## config.mk

```make
export PLATFORM = sky130hd
export DESIGN_NAME = booth_mult_unit
export DESIGN_NICKNAME = d
export VERILOG_FILES = /design/src/rtl/booth_mult_unit_pkg.sv /design/src/rtl/booth_mult_unit_step.sv /design/src/rtl/booth_mult_unit.sv
export SDC_FILE = /design/constraint.sdc
export NUM_CORES = 1
export LEC_CHECK = 0
export ABC_AREA = 1
export CAP_MARGIN = 20
export CORE_ASPECT_RATIO = 1.5
export CORE_UTILIZATION = 35
export CTS_CLUSTER_DIAMETER = 120
export CTS_CLUSTER_SIZE = 25
export DETAILED_ROUTE_END_ITERATION = 6
export DONT_BUFFER_PORTS = 1
export HOLD_SLACK_MARGIN = 0.1
export SYNTH_ARGS = -nofsm -noshare
export SYNTH_HDL_FRONTEND = slang
export SYNTH_HIERARCHICAL = 1
export SYNTH_SLANG_ARGS = --single-unit
```

## constraint.sdc

```tcl
create_clock -name clk -period 5.6 [get_ports clk]
set_input_delay 0 -clock clk [delete_from_list [all_inputs] [get_ports clk]]
set_output_delay 0 -clock clk [all_outputs]
set_load 0.02 [all_outputs]
```

## src/rtl/booth_mult_unit_pkg.sv

```systemverilog
// Shared definitions for the Booth multiplier: operand width and FSM state encoding.
package booth_mult_unit_pkg;

    localparam int unsigned MULT_WIDTH = 32;

    typedef enum logic [1:0] {
        ST_IDLE = 2'd0,
        ST_RUN  = 2'd1,
        ST_DONE = 2'd2
    } mult_state_t;

endpackage

```

## src/rtl/booth_mult_unit_step.sv

```systemverilog
// One radix-2 Booth iteration: conditional add/subtract of M into A,
// followed by an arithmetic right shift of {A, Q, Q_1}.
module booth_step #(
    parameter int unsigned WIDTH = 32
) (
    input  logic [WIDTH:0]   acc,
    input  logic [WIDTH-1:0] q,
    input  logic             q_1,
    input  logic [WIDTH:0]   m,
    output logic [WIDTH:0]   acc_next,
    output logic [WIDTH-1:0] q_next,
    output logic             q_1_next
);

    logic [WIDTH:0] sum;

    // Select A+M, A-M or A from the Booth pair, then shift the whole triple right.
    always_comb begin
        sum = acc;
        unique case ({q[0], q_1})
            2'b01:   sum = acc + m;
            2'b10:   sum = acc - m;
            default: sum = acc;
        endcase
        acc_next = {sum[WIDTH], sum[WIDTH:1]};
        q_next   = {sum[0], q[WIDTH-1:1]};
        q_1_next = q[0];
    end

endmodule

```

## src/rtl/booth_mult_unit.sv

```systemverilog
// Multicycle signed multiplier for MULT: one Booth step per clock,
// start/busy/done handshake, product held in hi/lo until the next completion.
module booth_mult_unit
    import booth_mult_unit_pkg::*;
#(
    parameter int unsigned WIDTH = MULT_WIDTH
) (
    input  logic             clk,
    input  logic             reset,
    input  logic             mult_start,
    input  logic [WIDTH-1:0] mult_a,
    input  logic [WIDTH-1:0] mult_b,
    output logic [WIDTH-1:0] hi,
    output logic [WIDTH-1:0] lo,
    output logic             mult_busy,
    output logic             mult_done
);

    localparam int unsigned CW = $clog2(WIDTH) + 1;
    localparam logic [CW-1:0] LAST_STEP = CW'(WIDTH - 1);

    mult_state_t state, state_next;

    logic [WIDTH:0]   acc, m, acc_n;
    logic [WIDTH-1:0] q, q_n;
    logic             q_1, q_1_n;
    logic [CW-1:0]    count;
    logic             accept, last_step;

    booth_step #(.WIDTH(WIDTH)) u_step (
        .acc      (acc),
        .q        (q),
        .q_1      (q_1),
        .m        (m),
        .acc_next (acc_n),
        .q_next   (q_n),
        .q_1_next (q_1_n)
    );

    // State register.
    always_ff @(posedge clk or posedge reset) begin
        if (reset) state <= ST_IDLE;
        else       state <= state_next;
    end

    // Next-state logic; start is only honoured from IDLE.
    always_comb begin
        state_next = state;
        accept     = 1'b0;
        last_step  = 1'b0;
        case (state)
            ST_IDLE: begin
                if (mult_start) begin
                    accept     = 1'b1;
                    state_next = ST_RUN;
                end
            end
            ST_RUN: begin
                if (count == LAST_STEP) begin
                    last_step  = 1'b1;
                    state_next = ST_DONE;
                end
            end
            ST_DONE: state_next = ST_IDLE;
            default: state_next = ST_IDLE;
        endcase
    end

    // Datapath: load operands on accept, iterate while running, publish on the last step.
    always_ff @(posedge clk or posedge reset) begin
        if (reset) begin
            acc   <= '0;
            m     <= '0;
            q     <= '0;
            q_1   <= 1'b0;
            count <= '0;
            hi    <= '0;
            lo    <= '0;
        end else if (accept) begin
            m     <= {mult_a[WIDTH-1], mult_a};
            acc   <= '0;
            q     <= mult_b;
            q_1   <= 1'b0;
            count <= '0;
        end else if (state == ST_RUN) begin
            acc   <= acc_n;
            q     <= q_n;
            q_1   <= q_1_n;
            count <= count + 1'b1;
            if (last_step) begin
                hi <= acc_n[WIDTH-1:0];
                lo <= q_n;
            end
        end
    end

    // busy/done are decoded from the registered state, so they are glitch-free
    // and change exactly on the accepting/completing edges.
    assign mult_busy = (state == ST_RUN);
    assign mult_done = (state == ST_DONE);

endmodule
```

Yosys cells after proc, flatten, opt, wreduce, memory -nomap -nowiden
Index checks and enable logic that the tools add are counted.
Storage, ports and cells
  input port bits: 67
  output and inout bits: 66
  register bits after elaboration: 170
  logic and storage cells: 39
Operators by class
  $add $sub $neg: 3
  bitwise logic cells: 1
  equality and inequality tests: 7
  reductions and logical operators: 4
  mux-type cells: 16
Operators by type and width (count)
  $mux 33: 2
  $pmux 33 s2: 1
  $mux 32: 2
  $add 33x33->33: 1
  $sub 33x33->33: 1
  $mux 6: 2
  $add 6x1->6 const B: 1
  $eq 6x5->1 const B: 1
  $mux 1: 6
  $eq 2x1->1 const B: 2
  $eq 2x2->1 const B: 2
  $mux 2: 2
  $pmux 2 s2: 1
  $reduce_and 3->1: 1
  $logic_not 2->1: 1
  $ne 2x1->1 const B: 1
  $ne 2x2->1 const B: 1
  $reduce_and 2->1: 1
  $reduce_bool 2->1: 1
  $not 1->1: 1

Depth between registers and ports, before layout
  depth after elaboration: 4
  gate-level depth with buffers: 26
  gate-level depth less buffers: 25

Hierarchy
The synthesis kept the hierarchy.
Modules (own cells, without submodules)
  booth_mult_unit: area an instance 6896.6 um^2, cells an instance 783, seq. area each 4254.1 um^2, instances 1
  booth_step: area an instance 4102.7 um^2, cells an instance 822, seq. area each 0.0 um^2, instances 1

Least setup slack after synthesis
OpenSTA, ideal clock, no wires.
  kind: reg2reg
  from: reg q[0]
  to: reg acc[32]
  buffers on the path: 2
  setup slack: 2.814 ns
  stages on the path, launching flop included: 21
  clock period less this slack: 2.786 ns
  arrival: 2.670 ns
  library setup time: 0.117 ns
  data required time: 5.483 ns
  cells stage by stage: dfrtp_1 -> ha_1 -> inv_1 -> buf_2 -> o21ai_0 -> xnor2_1 -> inv_1 -> ha_1 -> nand2_2 -> inv_1 -> a21oi_1 -> nand2_2 -> nand2_1 -> nand2_2 -> a21oi_1 -> nand2_1 -> nand3_1 -> nand2_1 -> buf_4 -> nand2_1 -> nand2_1
On the way
  word-level cells in the longest chain between the ends: 4
  elaborated cells between the ends (all ways): 5
  those cells by class: 2 x eq/ne; 3 x mux
RTL lines
  start, declared: line booth_mult_unit.sv:25  | logic [WIDTH-1:0] q, q_n;
  start signal, assigned: line booth_mult_unit.sv:82  | q <= mult_b;
  start signal, assigned: line booth_mult_unit.sv:87  | q <= q_n;
  $eq 2x2->1 / $eq 2x1->1 (equally long branches): line booth_mult_unit_step.sv:20  | unique case ({q[0], q_1})
  $pmux 33 s2 (*): line booth_mult_unit_step.sv:20
  net acc_n[31]: line booth_mult_unit.sv:24  | logic [WIDTH:0] acc, m, acc_n;
  $mux 33 (*): line booth_mult_unit.sv:85  | end else if (state == ST_RUN) begin
  $mux 33 (*): line booth_mult_unit.sv:79  | end else if (accept) begin
  end signal, assigned: line booth_mult_unit.sv:86  | acc <= acc_n;
  end, declared: line booth_mult_unit.sv:24
Mark *: on every way through the listed nets, which the timed path passes. The rest lies on a longest branch. The select of a mux whose other input is x is not followed.
A chain may end at the register's enable or synchronous reset.

Worst setup path in the final report
  from: reg q[0]
  to: reg hi[16]
On the way
  word-level cells in the longest chain between the ends: 2
  elaborated cells between the ends (all ways): 3
  those cells by class: 2 x eq/ne; 1 x mux
RTL lines
  $eq 2x2->1 / $eq 2x1->1 (equally long branches): line booth_mult_unit_step.sv:20
  $pmux 33 s2 (*): line booth_mult_unit_step.sv:20
  net acc_n[16]: line booth_mult_unit.sv:24
  end signal, assigned: line booth_mult_unit.sv:91  | hi <= acc_n[WIDTH-1:0];
  end, declared: line booth_mult_unit.sv:13  | output logic [WIDTH-1:0] hi,
Mark *: on every way through the listed nets, which the timed path passes. The rest lies on a longest branch.

==> impl_metrics.yaml <==
run_status:
  status: "finished clean"
clocking:
  numCtsBuffers: 17
  cts.sinks: 170
  clockRootBuffer: "clkbuf_16"
  cts_resized: 0
  cts_htree_levels: 4
  cts.reportedPaths.clkPinSlew_ns: 0.07
  clockBufferDepth: 2
  clock_latency_ns: 0.46
  tritoncts: "built"
synth:
  synth.most_common_cell: "nand2_1"
  synth_area_um2: 11000
  synthDistinctLibCells: 42
  yosysTopAreaCellShare: 0.387
  syn_inst: 1605
  async_flop_share: 1.00
  synth_flop_cell: "dfrtp_1"
  ys_top_cells_by_count: "720 x nand2_1, 175 x nand3_1, 170 x dfrtp_1, 139 x inv_1, 88 x nor2_1"
  syn_avg_cell_area_um2: 6.85
  synth_area_leaders: "dfrtp_1 39%, nand2_1 25%, nand3_1 8.0%"
  ys_seq_area_frac: 0.387
  ys_seq_elements: 170
  synthesis.nets: 1708
  synth_edf_count: 0
  synth_top_area_cell: "dfrtp_1"
  yosysWarnings: 6
setup_path:
  worstPathArrival_ns: 4.10
  path_cells: "ha_2, inv_1, nand2_1, xnor2_1, inv_1, ha_1, nand2_1, inv_1, nand2_1, nor2_2, nand4_1, nand3_1, o21ai_0, o21ai_1, nand3_1, nand2_1"
  max_stage_delay_ns: 0.59
  path_common_cell: "nand2_1"
  end_kind: "flip-flop"
  cp.required_ns: 5.99
  crit_type: "reg2reg"
  cp.buffers_inverters: 3
  cp_max_fo: 25
  critPathTopFamily: "simple AND/OR/NAND/NOR gates"
  startpoint_type: "flip-flop"
  slowest_stage: "inv_1"
layout:
  drive_gt1_frac: 0.0599
  antenna_cells: 0
  areaGrowthSynthToFinish_pct: 14.0
  nets: 1742
timing:
  setup_tns_ns: 0
  fmax_mhz: 269
  period_share: 0.663
  hold_violations: 0
  grt_setup_unrepaired: "no"
  fin_skew_ns: 0.0198
  min_period_ns: 3.71
  tightest_slew_ns: 1.07
  slew_headroom: 0.284
  drv_slew: 0
  setup_viol: 0
place:
  place_congestion: 0.941
  portBuffers: 0
  hpwlAfterDp_um: 24100
route:
  vias: 10100
  met2WireLength_um: 17800
  wl_um: 33300
  routed.top_layer: "met4"
  wl_met3_um: 1000
  drc: 0
  firstDrtPassIters: 5
  via_per_inst: 4.92
  drt-met1-wl_um: 12900
  wl_per_cell_um: 16.2
  drt_iter0_drc: 449
  ant_nets: 0
die:
  fp-row-count: 79
  core-area_um2: 30900
  io_pins: 133
  die-area_um2: 32200
  die_w_um: 147
  die_h_um: 219
  start_util: 0.356
flow_run:
  drv_cap: 0
min_path:
  hold_path_class: "in2reg"
global_routing:
  antenna_found_initial: 0
  grt_pass1_wl_um: 53400
  gr-total-overflow: 0
  grt_max_degree: 102
  grt_use_total: 0.215
  grt_pass1_vias: 10300
metrics by stage:
stage | hold WS [ns] | cell area, µm² | setup WS (ns) | instances | utilization
after floorplan | 0.110 | 11000 | 0.997 | 1605 | -
after global placement | 0.114 | 11000 | 1.91 | 1928 | 0.355
after detailed placement | 0.120 | 11000 | 1.87 | 1928 | 0.355
after CTS | 0.106 | 12500 | 1.85 | 2057 | 0.405
after global routing | 0.152 | 12500 | 1.55 | 2057 | 0.405
final | 0.143 | 12500 | 1.89 | 2057 | 0.405
sequential cells by signal, indices dropped and copies added (netlist names):
| register | flops |
|---|---|
| acc | 33 |
| count | 6 |
| hi | 32 |
| lo | 32 |
| m | 32 |
| q | 32 |
| q_1 | 1 |
| state | 2 |
kinds of logic after synthesis:
group                    Yosys count  share of synthesized area
flip-flops                       170                      0.387
XOR/XNOR                          34                     0.0271
AND/OR/NAND/NOR                 1055                      0.401
buffers and inverters            238                      0.106
adder cells (fa/ha/maj)           36                     0.0416
AO/OA/AOI/OAI                     72                     0.0372
per-layer routing:
layer  global-route usage  vias to the layer above
li1                     -                     5038
met1                0.224                     4777
met2                0.405                      220
met3               0.0347                       76
met4                0.118                        0
met5                    0                        -
final timing paths:
check | from | to | slack, ns | cells after the start
worst max register to register | q[0]$_DFFE_PP0P_ | hi[16]$_DFFE_PP0P_ | 1.89 | 16
worst min register to register | q_1$_DFFE_PP0P_ | q_1$_DFFE_PP0P_ | 0.48 | 2
worst max-delay path | q[0]$_DFFE_PP0P_ | hi[16]$_DFFE_PP0P_ | 1.89 | 16
min in group asynchronous | reset | lo[24]$_DFFE_PP0P_ | 0.28 | 2
max in group asynchronous | reset | hi[17]$_DFFE_PP0P_ | 3.84 | 3
worst min-delay path | mult_start | count[2]$_DFFE_PP0P_ | 0.14 | 4
area by class of cell:
class                      instances  area (µm²)
inverter                         148         561
clock buffer                      18         439
clock inverter                    14         161
multi-input combinational       1197        5590
sequential                       170        4250
timing repair buffer             105        1030
tap                              405         507
fill                            3234       18400
tightest hold or removal path, cell delays in order:
cell and delay (ns):
nand2_2 0.03, buf_4 0.23, nand2_1 0.18, o22ai_1 0.08
cells in the final DEF (no fill, tap or decap), types with 17 or more instances in the layout:
cell type	synthesis	final
nand2_1	720	719
nand3_1	175	175
dfrtp_1	170	170
inv_1	139	138
dlygate4sd3_1	0	97
nor2_1	88	88
ha_1	35	34
a21oi_1	27	27
o21ai_0	25	25
xor2_1	24	24
nand2_2	18	19
clkbuf_16	0	17
repair_timing:
action | CTS | global route
hold buffers | 97 | 0
hold endpoints to repair | 164 | 0
setup buffers | 0 | 0
Power is not shown: default switching activity piles up to over one toggle a cycle in this logic, so the estimate is an artifact.
